### config.mk
export PLATFORM = sky130hd
export DESIGN_NAME = ttrng_conditioner
export DESIGN_NICKNAME = d
export VERILOG_FILES = /design/src/rtl/ttrng_conditioner.sv
export SDC_FILE = /design/constraint.sdc
export NUM_CORES = 1
export LEC_CHECK = 0
export CELL_PAD_IN_SITES_DETAIL_PLACEMENT = 0
export CELL_PAD_IN_SITES_GLOBAL_PLACEMENT = 1
export CORE_ASPECT_RATIO = 1.5
export CORE_MARGIN = 10
export CORE_UTILIZATION = 50
export CTS_BUF_LIST = sky130_fd_sc_hd__clkbuf_16
export DETAILED_ROUTE_END_ITERATION = 8
export DONT_BUFFER_PORTS = 1
export HOLD_SLACK_MARGIN = 0.08
export MAX_ROUTING_LAYER = met4
export PLACE_DENSITY = 0.86
export SLEW_MARGIN = 40
export SYNTH_ARGS = -nofsm -noshare
export SYNTH_HDL_FRONTEND = slang
export SYNTH_SLANG_ARGS = --single-unit
### constraint.sdc
create_clock -name clk -period 2.2 [get_ports clk]
set_input_delay 0.55 -clock clk [delete_from_list [all_inputs] [get_ports clk]]
set_output_delay 0.55 -clock clk [all_outputs]
set_load 0.03 [all_outputs]
### src/rtl/ttrng_conditioner.sv
// rtl/ttrng_conditioner.sv - raw bit sync, von Neumann extractor and byte packer for the TRNG.
// Optional repetition-count health test enabled by TTRNG_RCT_HEALTH_EN.
module ttrng_conditioner #(
  parameter int SAMPLE_DIV = 4,
  parameter int RCT_LIMIT  = 32
) (
  input  logic       clk,
  input  logic       rst_n,
  input  logic       ena,
  input  logic       raw_bit,
  input  logic       bypass,
  output logic [7:0] number,
  output logic       number_valid,
  output logic       alarm
);

  localparam logic [0:0] ST_FIRST  = 1'b0;
  localparam logic [0:0] ST_SECOND = 1'b1;
  localparam logic [7:0] DIV_MAX   = 8'(SAMPLE_DIV - 1);

  logic       r_sync1;
  logic       r_sync2;
  logic [7:0] r_div;
  logic [0:0] r_state;
  logic       r_a;
  logic       r_byp_q;
  logic [6:0] r_shift;
  logic [2:0] r_cnt;
  logic [7:0] r_number;
  logic       r_valid;

  logic w_strobe;
  logic w_sample;
  logic w_byp_chg;
  logic w_emit;
  logic w_bit;
  logic w_pack;
  logic w_alarm;

  assign w_strobe  = ena && (r_div == DIV_MAX);
  assign w_sample  = r_sync2;
  assign w_byp_chg = bypass ^ r_byp_q;
  assign w_pack    = w_emit && !w_alarm;

  always_comb begin
    w_emit = 1'b0;
    w_bit  = w_sample;
    if (w_strobe) begin
      if (bypass) begin
        w_emit = 1'b1;
      end else if (!w_byp_chg && (r_state == ST_SECOND) && (w_sample != r_a)) begin
        w_emit = 1'b1;
        w_bit  = r_a;
      end
    end
  end

  always_ff @(posedge clk or negedge rst_n) begin
    if (!rst_n) begin
      r_sync1 <= 1'b0;
      r_sync2 <= 1'b0;
      r_div   <= 8'd0;
      r_byp_q <= 1'b0;
    end else begin
      r_sync1 <= raw_bit;
      r_sync2 <= r_sync1;
      r_byp_q <= bypass;
      if (ena) begin
        r_div <= (r_div == DIV_MAX) ? 8'd0 : r_div + 8'd1;
      end
    end
  end

  // A bypass change or ena drop abandons any half-collected pair.
  always_ff @(posedge clk or negedge rst_n) begin
    if (!rst_n) begin
      r_state <= ST_FIRST;
      r_a     <= 1'b0;
    end else if (!ena || bypass || w_byp_chg) begin
      r_state <= ST_FIRST;
    end else if (w_strobe) begin
      if (r_state == ST_FIRST) begin
        r_a     <= w_sample;
        r_state <= ST_SECOND;
      end else begin
        r_state <= ST_FIRST;
      end
    end
  end

  always_ff @(posedge clk or negedge rst_n) begin
    if (!rst_n) begin
      r_shift  <= 7'd0;
      r_cnt    <= 3'd0;
      r_number <= 8'd0;
      r_valid  <= 1'b0;
    end else begin
      r_valid <= 1'b0;
      if (w_pack) begin
        if (r_cnt == 3'd7) begin
          r_number <= {r_shift, w_bit};
          r_valid  <= 1'b1;
          r_cnt    <= 3'd0;
        end else begin
          r_shift <= {r_shift[5:0], w_bit};
          r_cnt   <= r_cnt + 3'd1;
        end
      end
    end
  end

`ifdef TTRNG_RCT_HEALTH_EN
  localparam logic [7:0] RCT_MAX = 8'(RCT_LIMIT);

  logic [7:0] r_run;
  logic       r_last;
  logic       r_alarm;
  logic [7:0] w_run_next;

  always_comb begin
    w_run_next = r_run;
    if ((r_run == 8'd0) || (w_sample != r_last)) begin
      w_run_next = 8'd1;
    end else if (r_run < RCT_MAX) begin
      w_run_next = r_run + 8'd1;
    end
  end

  always_ff @(posedge clk or negedge rst_n) begin
    if (!rst_n) begin
      r_run   <= 8'd0;
      r_last  <= 1'b0;
      r_alarm <= 1'b0;
    end else if (w_strobe) begin
      r_run  <= w_run_next;
      r_last <= w_sample;
      if (w_run_next == RCT_MAX) begin
        r_alarm <= 1'b1;
      end
    end
  end

  assign w_alarm = r_alarm;
`else
  assign w_alarm = 1'b0;
`endif

  assign alarm        = w_alarm;
  assign number       = w_alarm ? 8'd0 : r_number;
  assign number_valid = r_valid & ~w_alarm;

endmodule

==> key figures, run 1 <==
Status
  • Status: finished clean

GRT
  • Most Crowded Layer GR: met2
  • Tot GR Track Use: 9.91%
  • First-pass GRT wire length: 3930 microns
  • Vias in the first global route: 827
  • Met1 GRT Util: 9.50%
  • GRT overflow: 0
  • Met3 usage: 5.59%
  • Initial antenna violation count: 0
  • Largest net degree at the start of global routing: 33
  • M2 GR Usage: 14.8%

Logic synthesis
  • Distinct cells, synth: 24
  • EDFF count, synth: 0
  • Mux share of post-synthesis cell area: 18.2%
  • Commonest cells post-synth: dfrtp_1, mux2_2, nand2_1
  • Syn_nets: 104
  • Post-synth top area cell: dfrtp_1
  • Prevailing post-synth register cell: dfrtp_1
  • Syn Std Cell Area: 1370 sq um
  • Adder-cell area share of the yosys netlist: 2.74%
  • Flops & latches, synth: 32
  • Post-Synth Simple-Gate Area: 14.1%
  • Share of the synthesized area in the top cell type: 58.4%
  • Top cells by area, synth: dfrtp_1, mux2_2, nor4b_4
  • Syn avg cell area: 14.3 sq um
  • Ys Warns: 0
  • Compound-Gate Fraction of Synth Area: 0.821%
  • Largest family of logic cells by synthesized area: multiplexers
  • Post-synthesis sequential area ratio: 58.4%
  • Post-synthesis xor/xnor area fraction: 4.47%
  • Synth async-reset ratio: 100%
  • Count leader, synth: dfrtp_1
  • Synth Instances: 96

Die
  • Num ports: 15
  • Chip height: 84.1 microns
  • Core region area: 2650 sq um
  • Row cnt: 23
  • Chip Width: 62.8 microns
  • Full die area: 5280 sq um
  • Initial Util: 51.8%

Critical path
  • Type of the worst setup path: reg2reg
  • Worst setup EP type: flip-flop
  • CP Launch Point: r_div[0]
  • WP data required: 2.36 ns
  • R2R depth: 5
  • R2R setup slack: 0.14 ns
  • Reg-to-reg endpoint: r_shift[2]
  • Critical path arrival: 2.22 ns
  • FF-to-FF Start: r_div[0]
  • Worst setup path end: r_shift[2]
  • Crit path max fanout: 8
  • CP Launch Type: flip-flop

Clock network
  • Clock Path Buffers: 2
  • H-tree Lvls: 2
  • CTS Sinks: 32
  • Setup Buffers After CTS: 0
  • Root buf cell: clkbuf_16
  • Post-cts gate resize count: 0
  • Clock transition at path regs: 0.05 ns
  • CTS tree: done
  • Num CTS Buffers: 5
  • Clock Latency Late Sink: 0.28 ns

Placed design
  • Buffers on Ports: 0
  • Place WS: 0.123 ns
  • Gpl congestion: 0.805
  • Placement-stage cell area: 1410 sq um
  • DP Wirelength: 1570 microns

Final layout
  • Antenna cell count: 0
  • Fin area: 1590 sq um
  • Ratio of cells with drive above 1 in the final layout: 32.0%
  • Net count, final: 110
  • Area Overhead vs Synth: 15.9%

Timing
  • RSZ-0062 raised after global routing: no
  • Setup TNS Final: 0 ns
  • Slew headroom: 52.5%
  • Setup-failing EPs final: 0
  • Max-slew violation count: 0
  • Post-route clock period utilization: 93.8%
  • PnR worst setup slack: 0.137 ns
  • Worst-Margin Slew: 0.709 ns
  • Fin crit period: 2.06 ns
  • Clk_skew: 0.00434 ns
  • Fmax: 485 MHz
  • Final hold violation count: 0

Pwr
  • NetSw: 0.455 mW
  • Cell-internal power: 1.36 mW
  • Power density over the cells: 1140 nW/um^2
  • Sw Ratio: 25.1%
  • Lkg Pwr: 0.752 nW
  • Worst VDD drop: 0.669 mV
  • Clk network pwr share: 41.9%
  • Comb power frac: 13.8%
  • Seq pwr share: 44.3%

Route
  • Post-DRT Antenna Nets: 0
  • DR vias: 742
  • Avg WL per Cell: 16.2 microns
  • Drt drc: 0
  • Final WL: 2270 microns
  • DRT iter0 DRCs: 18
  • DR vias/cell: 5.30
  • Pre-Repair DR Iteration Count: 4

Job
  • Max_cap viols: 0

Worst hold path
  • Hold Path Class: in2async
==> worst max-delay path, stage by stage, from the launching register on <==
cell and delay (ns):
dfrtp_1 0.41, ha_1 0.27, nor4b_4 0.29, nand2_4 0.15
or4b_4 0.52, mux2_4 0.31
==> flip-flops by register name, summed over array words and instances (netlist names) <==
register      flops
number            8
number_valid      1
r_a               1
r_byp_q           1
r_cnt             3
r_div             8
r_shift           7
r_state           1
r_sync1           1
r_sync2           1
==> power groups by stage <==
stage | clock [mW] | sequential, mW | combinational [mW]
after global placement | 0 | 0.806 | 0.224
after floorplan | 0 | 0.783 | 0.210
after CTS | 0.780 | 0.804 | 0.255
after global routing | 0.800 | 0.818 | 0.281
final | 0.760 | 0.804 | 0.250
after detailed placement | 0 | 0.813 | 0.238
==> cell families after synthesis <==
family                   Yosys count
AO/OA/AOI/OAI                      2
XOR/XNOR                           7
AND/OR/NAND/NOR                   26
flip-flops                        32
buffers and inverters              3
adder cells (fa/ha/maj)            3
other                              1
multiplexers                      22
==> metrics by stage <==
step           util, %  total power [mW]  instances  hold WS, ns
2_1_floorplan        -             0.993         96        0.254
3_3_place_gp      53.1              1.03        131        0.256
3_5_place_dp      53.1              1.05        131        0.256
4_1_cts           60.0              1.84        140       0.0995
5_1_grt           60.0              1.90        140        0.106
6_report          60.0              1.81        140        0.100
==> what timing repair did <==
action / in CTS / in global routing
hold endpoints to repair: 32 / 0
hold buffers: 1 / 0
endpoints found under the setup margin: 0 / 2
==> cells in the final DEF (no fill, tap or decap), drive strengths merged <==
cell type	Yosys	final
bufinv	0	1
mux2	20	20
nor4b	2	2
dfrtp	32	32
nor3	3	3
ha	3	3
clkbuf	1	5
xor2	3	3
xnor2	4	4
buf	1	1
nor2	4	4
o21ai	1	1
conb	1	1
nand2	8	8
inv	1	1
nand3	3	3
or4b	1	1
nor3b	1	1
and2	1	1
mux2i	2	2
nand4	3	3
clkinv	0	2
a31oi	1	1
==> worst min path at each step <==
stage	start	to	slack (ns)	depth (start not counted)
3_3_place_gp	rst_n	number_valid	0.26	0
3_5_place_dp	rst_n	r_cnt[1]	0.26	0
6_report	rst_n	r_div[2]	0.10	1
4_1_cts	rst_n	r_div[4]	0.1	1
5_1_grt	rst_n	r_div[2]	0.11	1
2_1_floorplan	rst_n	number[0]	0.25	0
==> layer usage <==
| layer | vias to the layer above | routed length, microns |
|---|---|---|
| li1 | 346 | - |
| met4 | 0 | 56 |
| met5 | - | 0 |
| met2 | 19 | 1160 |
| met3 | 7 | 173 |
| met1 | 370 | 879 |
==> final cells by class <==
class | instances | area [sq um]
flip-flops and latches | 32 | 801
fillers | 210 | 1060
repair buffers | 1 | 20.0
clock buffers | 5 | 125
multi-input cells | 61 | 556
well taps | 37 | 46.3
clock inverters | 3 | 37.5
inverters | 1 | 3.75
Note: power is estimated with default switching activity, not from simulation.
==> run 2, diff against run 1 <==
Settings changed: CAP_MARGIN from default to 10, CTS_BUF_LIST sky130_fd_sc_hd__clkbuf_16 to sky130_fd_sc_hd__clkbuf_4 sky130_fd_sc_hd__clkbuf_8 sky130_fd_sc_hd__clkbuf_16.
Clock period 2.2 ns to 2 ns, I/O delays scaled along.
==> key figures, run 2 (synthesis results as in run 1) <==
Pwr
  • Worst VDD drop: 0.634 mV (was 0.669 mV)
  • Power density over the cells: 1090 nW/um^2 (was 1140 nW/um^2)
  • Tot Pwr: 1.71 mW (was 1.81 mW)
  • Lkg Pwr: 0.752 nW (about the same)

Die
  • Chip Width: 62.8 microns (unchanged)
  • Full die area: 5280 sq um (unchanged)
  • Row cnt: 23 (unchanged)
  • Initial Util: 51.8% (unchanged)
  • Num ports: 15 (unchanged)
  • Chip height: 84.1 microns (unchanged)
  • Core region area: 2650 sq um (unchanged)

Clock network
  • Clock Latency Late Sink: 0.28 ns (about the same)
  • Root buf cell: clkbuf_8 (was clkbuf_16)
  • CTS Sinks: 32 (unchanged)
  • Clock transition at path regs: 0.06 ns (was 0.05 ns)
  • H-tree Lvls: 2 (unchanged)
  • CTS tree: done (unchanged)
  • Num CTS Buffers: 5 (unchanged)
  • Clock Path Buffers: 2 (unchanged)
  • Post-cts gate resize count: 0 (unchanged)

Route
  • Pre-Repair DR Iteration Count: 4 (unchanged)
  • DR vias: 758 (was 742)
  • Avg WL per Cell: 14.2 microns (was 16.2 microns)
  • DRT iter0 DRCs: 21 (was 18)
  • Final WL: 2060 microns (was 2270 microns)
  • DR vias/cell: 5.23 (was 5.30)
  • Drt drc: 0 (unchanged)
  • Post-DRT Antenna Nets: 0 (unchanged)

Timing
  • Fmax: 538 MHz (was 485 MHz)
  • Fin crit period: 1.86 ns (was 2.06 ns)
  • Fin Hold WS: 0.247 ns (was 0.100 ns)
  • Worst-Margin Slew: 0.700 ns (was 0.709 ns)
  • Final hold violation count: 0 (unchanged)
  • Post-route clock period utilization: 93.0% (was 93.8%)
  • RSZ-0062 raised after global routing: no (unchanged)
  • Setup TNS Final: 0 ns (unchanged)
  • Clk_skew: 0.00504 ns (was 0.00434 ns)
  • Setup-failing EPs final: 0 (unchanged)
  • Slew headroom: 53.1% (was 52.5%)
  • Max-slew violation count: 0 (unchanged)

Critical path
  • Crit path max fanout: 6 (was 8)
  • CP Launch Type: flip-flop (unchanged)
  • Type of the worst setup path: reg2reg (unchanged)
  • Critical path arrival: 2.02 ns (was 2.22 ns)
  • Worst setup EP type: flip-flop (unchanged)
  • WP data required: 2.16 ns (was 2.36 ns)
  • CP Launch Point: r_div[1] (was r_div[0])
  • FF-to-FF Start: r_div[1] (was r_div[0])

Placed design
  • Gpl congestion: 0.796 (was 0.805)
  • Buffers on Ports: 0 (unchanged)
  • Cells after DPL: 133 (was 131)
  • DP Wirelength: 1490 microns (was 1570 microns)

GRT
  • GRT overflow: 0 (unchanged)
  • Most Crowded Layer GR: met2 (unchanged)
  • Largest net degree at the start of global routing: 33 (unchanged)
  • Initial antenna violation count: 0 (unchanged)
  • Tot GR Track Use: 9.07% (was 9.91%)
  • Vias in the first global route: 824 (was 827)
  • Met1 GRT Util: 9.26% (was 9.50%)
  • M2 GR Usage: 13.4% (was 14.8%)
  • First-pass GRT wire length: 3700 microns (was 3930 microns)
  • Met3 usage: 4.12% (was 5.59%)

Final layout
  • Antenna cell count: 0 (unchanged)
  • Most frequent cells in the layout: dfrtp_1, mux2_2, nand2_1, clkbuf_8, buf_4 (was dfrtp_1, mux2_2, nand2_1, clkbuf_16)
  • Finished Layout Cells: 145 (was 140)
  • Most common cell after layout, fill and taps aside: dfrtp_1 (unchanged)
  • # fillers: 236 (was 210)
  • Ratio of cells with drive above 1 in the final layout: 36.1% (was 32.0%)
  • Net count, final: 116 (was 110)
  • Final core occ: 59.3% (was 60.0%)
  • Area Overhead vs Synth: 14.5% (was 15.9%)

Job
  • Max_cap viols: 0 (unchanged)

Worst hold path
  • Hold Path Class: in2reg (was in2async)
  • HP Start: bypass

Status
  • Status: finished clean (unchanged)
[run 2: cell count changes in the layout (fill, tap and decap cells not counted), sizes merged]
cell and delta:
clkbuf +2, clkinv -2, bufinv -1, buf +5
dlygate4sd3 +1
[run 2: cell type report]
type / count / area, sq um / area share (%)
clock buffer: 7 / 96.3 / 6.14
inverter: 1 / 3.75 / 0.239
multi-input combinational: 61 / 556 / 35.4
sequential: 32 / 801 / 51.0
tap: 37 / 46.3 / 2.95
timing repair buffer: 7 / 67.6 / 4.30
[run 2: power by group]
part	internal [mW]	total, mW	switching (mW)	leakage [nW]
Combinational	0.183	0.322	0.138	0.278
Sequential	0.765	0.867	0.102	0.423
Clock	0.306	0.517	0.211	0.0503
Total	1.25	1.71	0.451	0.752
[run 2: path summary, 6_finish.rpt]
kind	end	slack, ns	depth (start not counted)
max	r_shift[2]	0.14	5
min	r_byp_q	0.25	0
max reg2reg	r_shift[2]	0.14	5
min reg2reg	r_sync2	0.35	0
max in group asynchronous	number[2]	1.17	2
min in group asynchronous	number_valid	0.66	2
[run 2: critical path, cell delays in order (launching register included)]
cell and delay (ns):
dfrtp_1 0.39, ha_1 0.18, nor4b_4 0.23, nand2_4 0.13
or4b_4 0.52, mux2_4 0.31
[run 2: layer usage]
layer | up-vias | part of all wire (%)
li1 | 358 | -
met1 | 374 | 41
met2 | 22 | 48
met3 | 4 | 8.5
met4 | 0 | 2.2
met5 | - | 0
[run 2: what timing repair did]
action | CTS | global route
endpoints found under the setup margin | 0 | 15
hold buffers | 2 | 0
hold endpoints to repair | 32 | 0
setup buffers | 0 | 3
[run 2: metrics by stage]
stage / setup WS, ns / cell area (sq um)
after global placement: 0.120 / 1420
after global routing: 0.0192 / 1570
after detailed placement: 0.0756 / 1420
after floorplan: 0.0947 / 1370
final: 0.140 / 1570
after CTS: 0.0641 / 1550
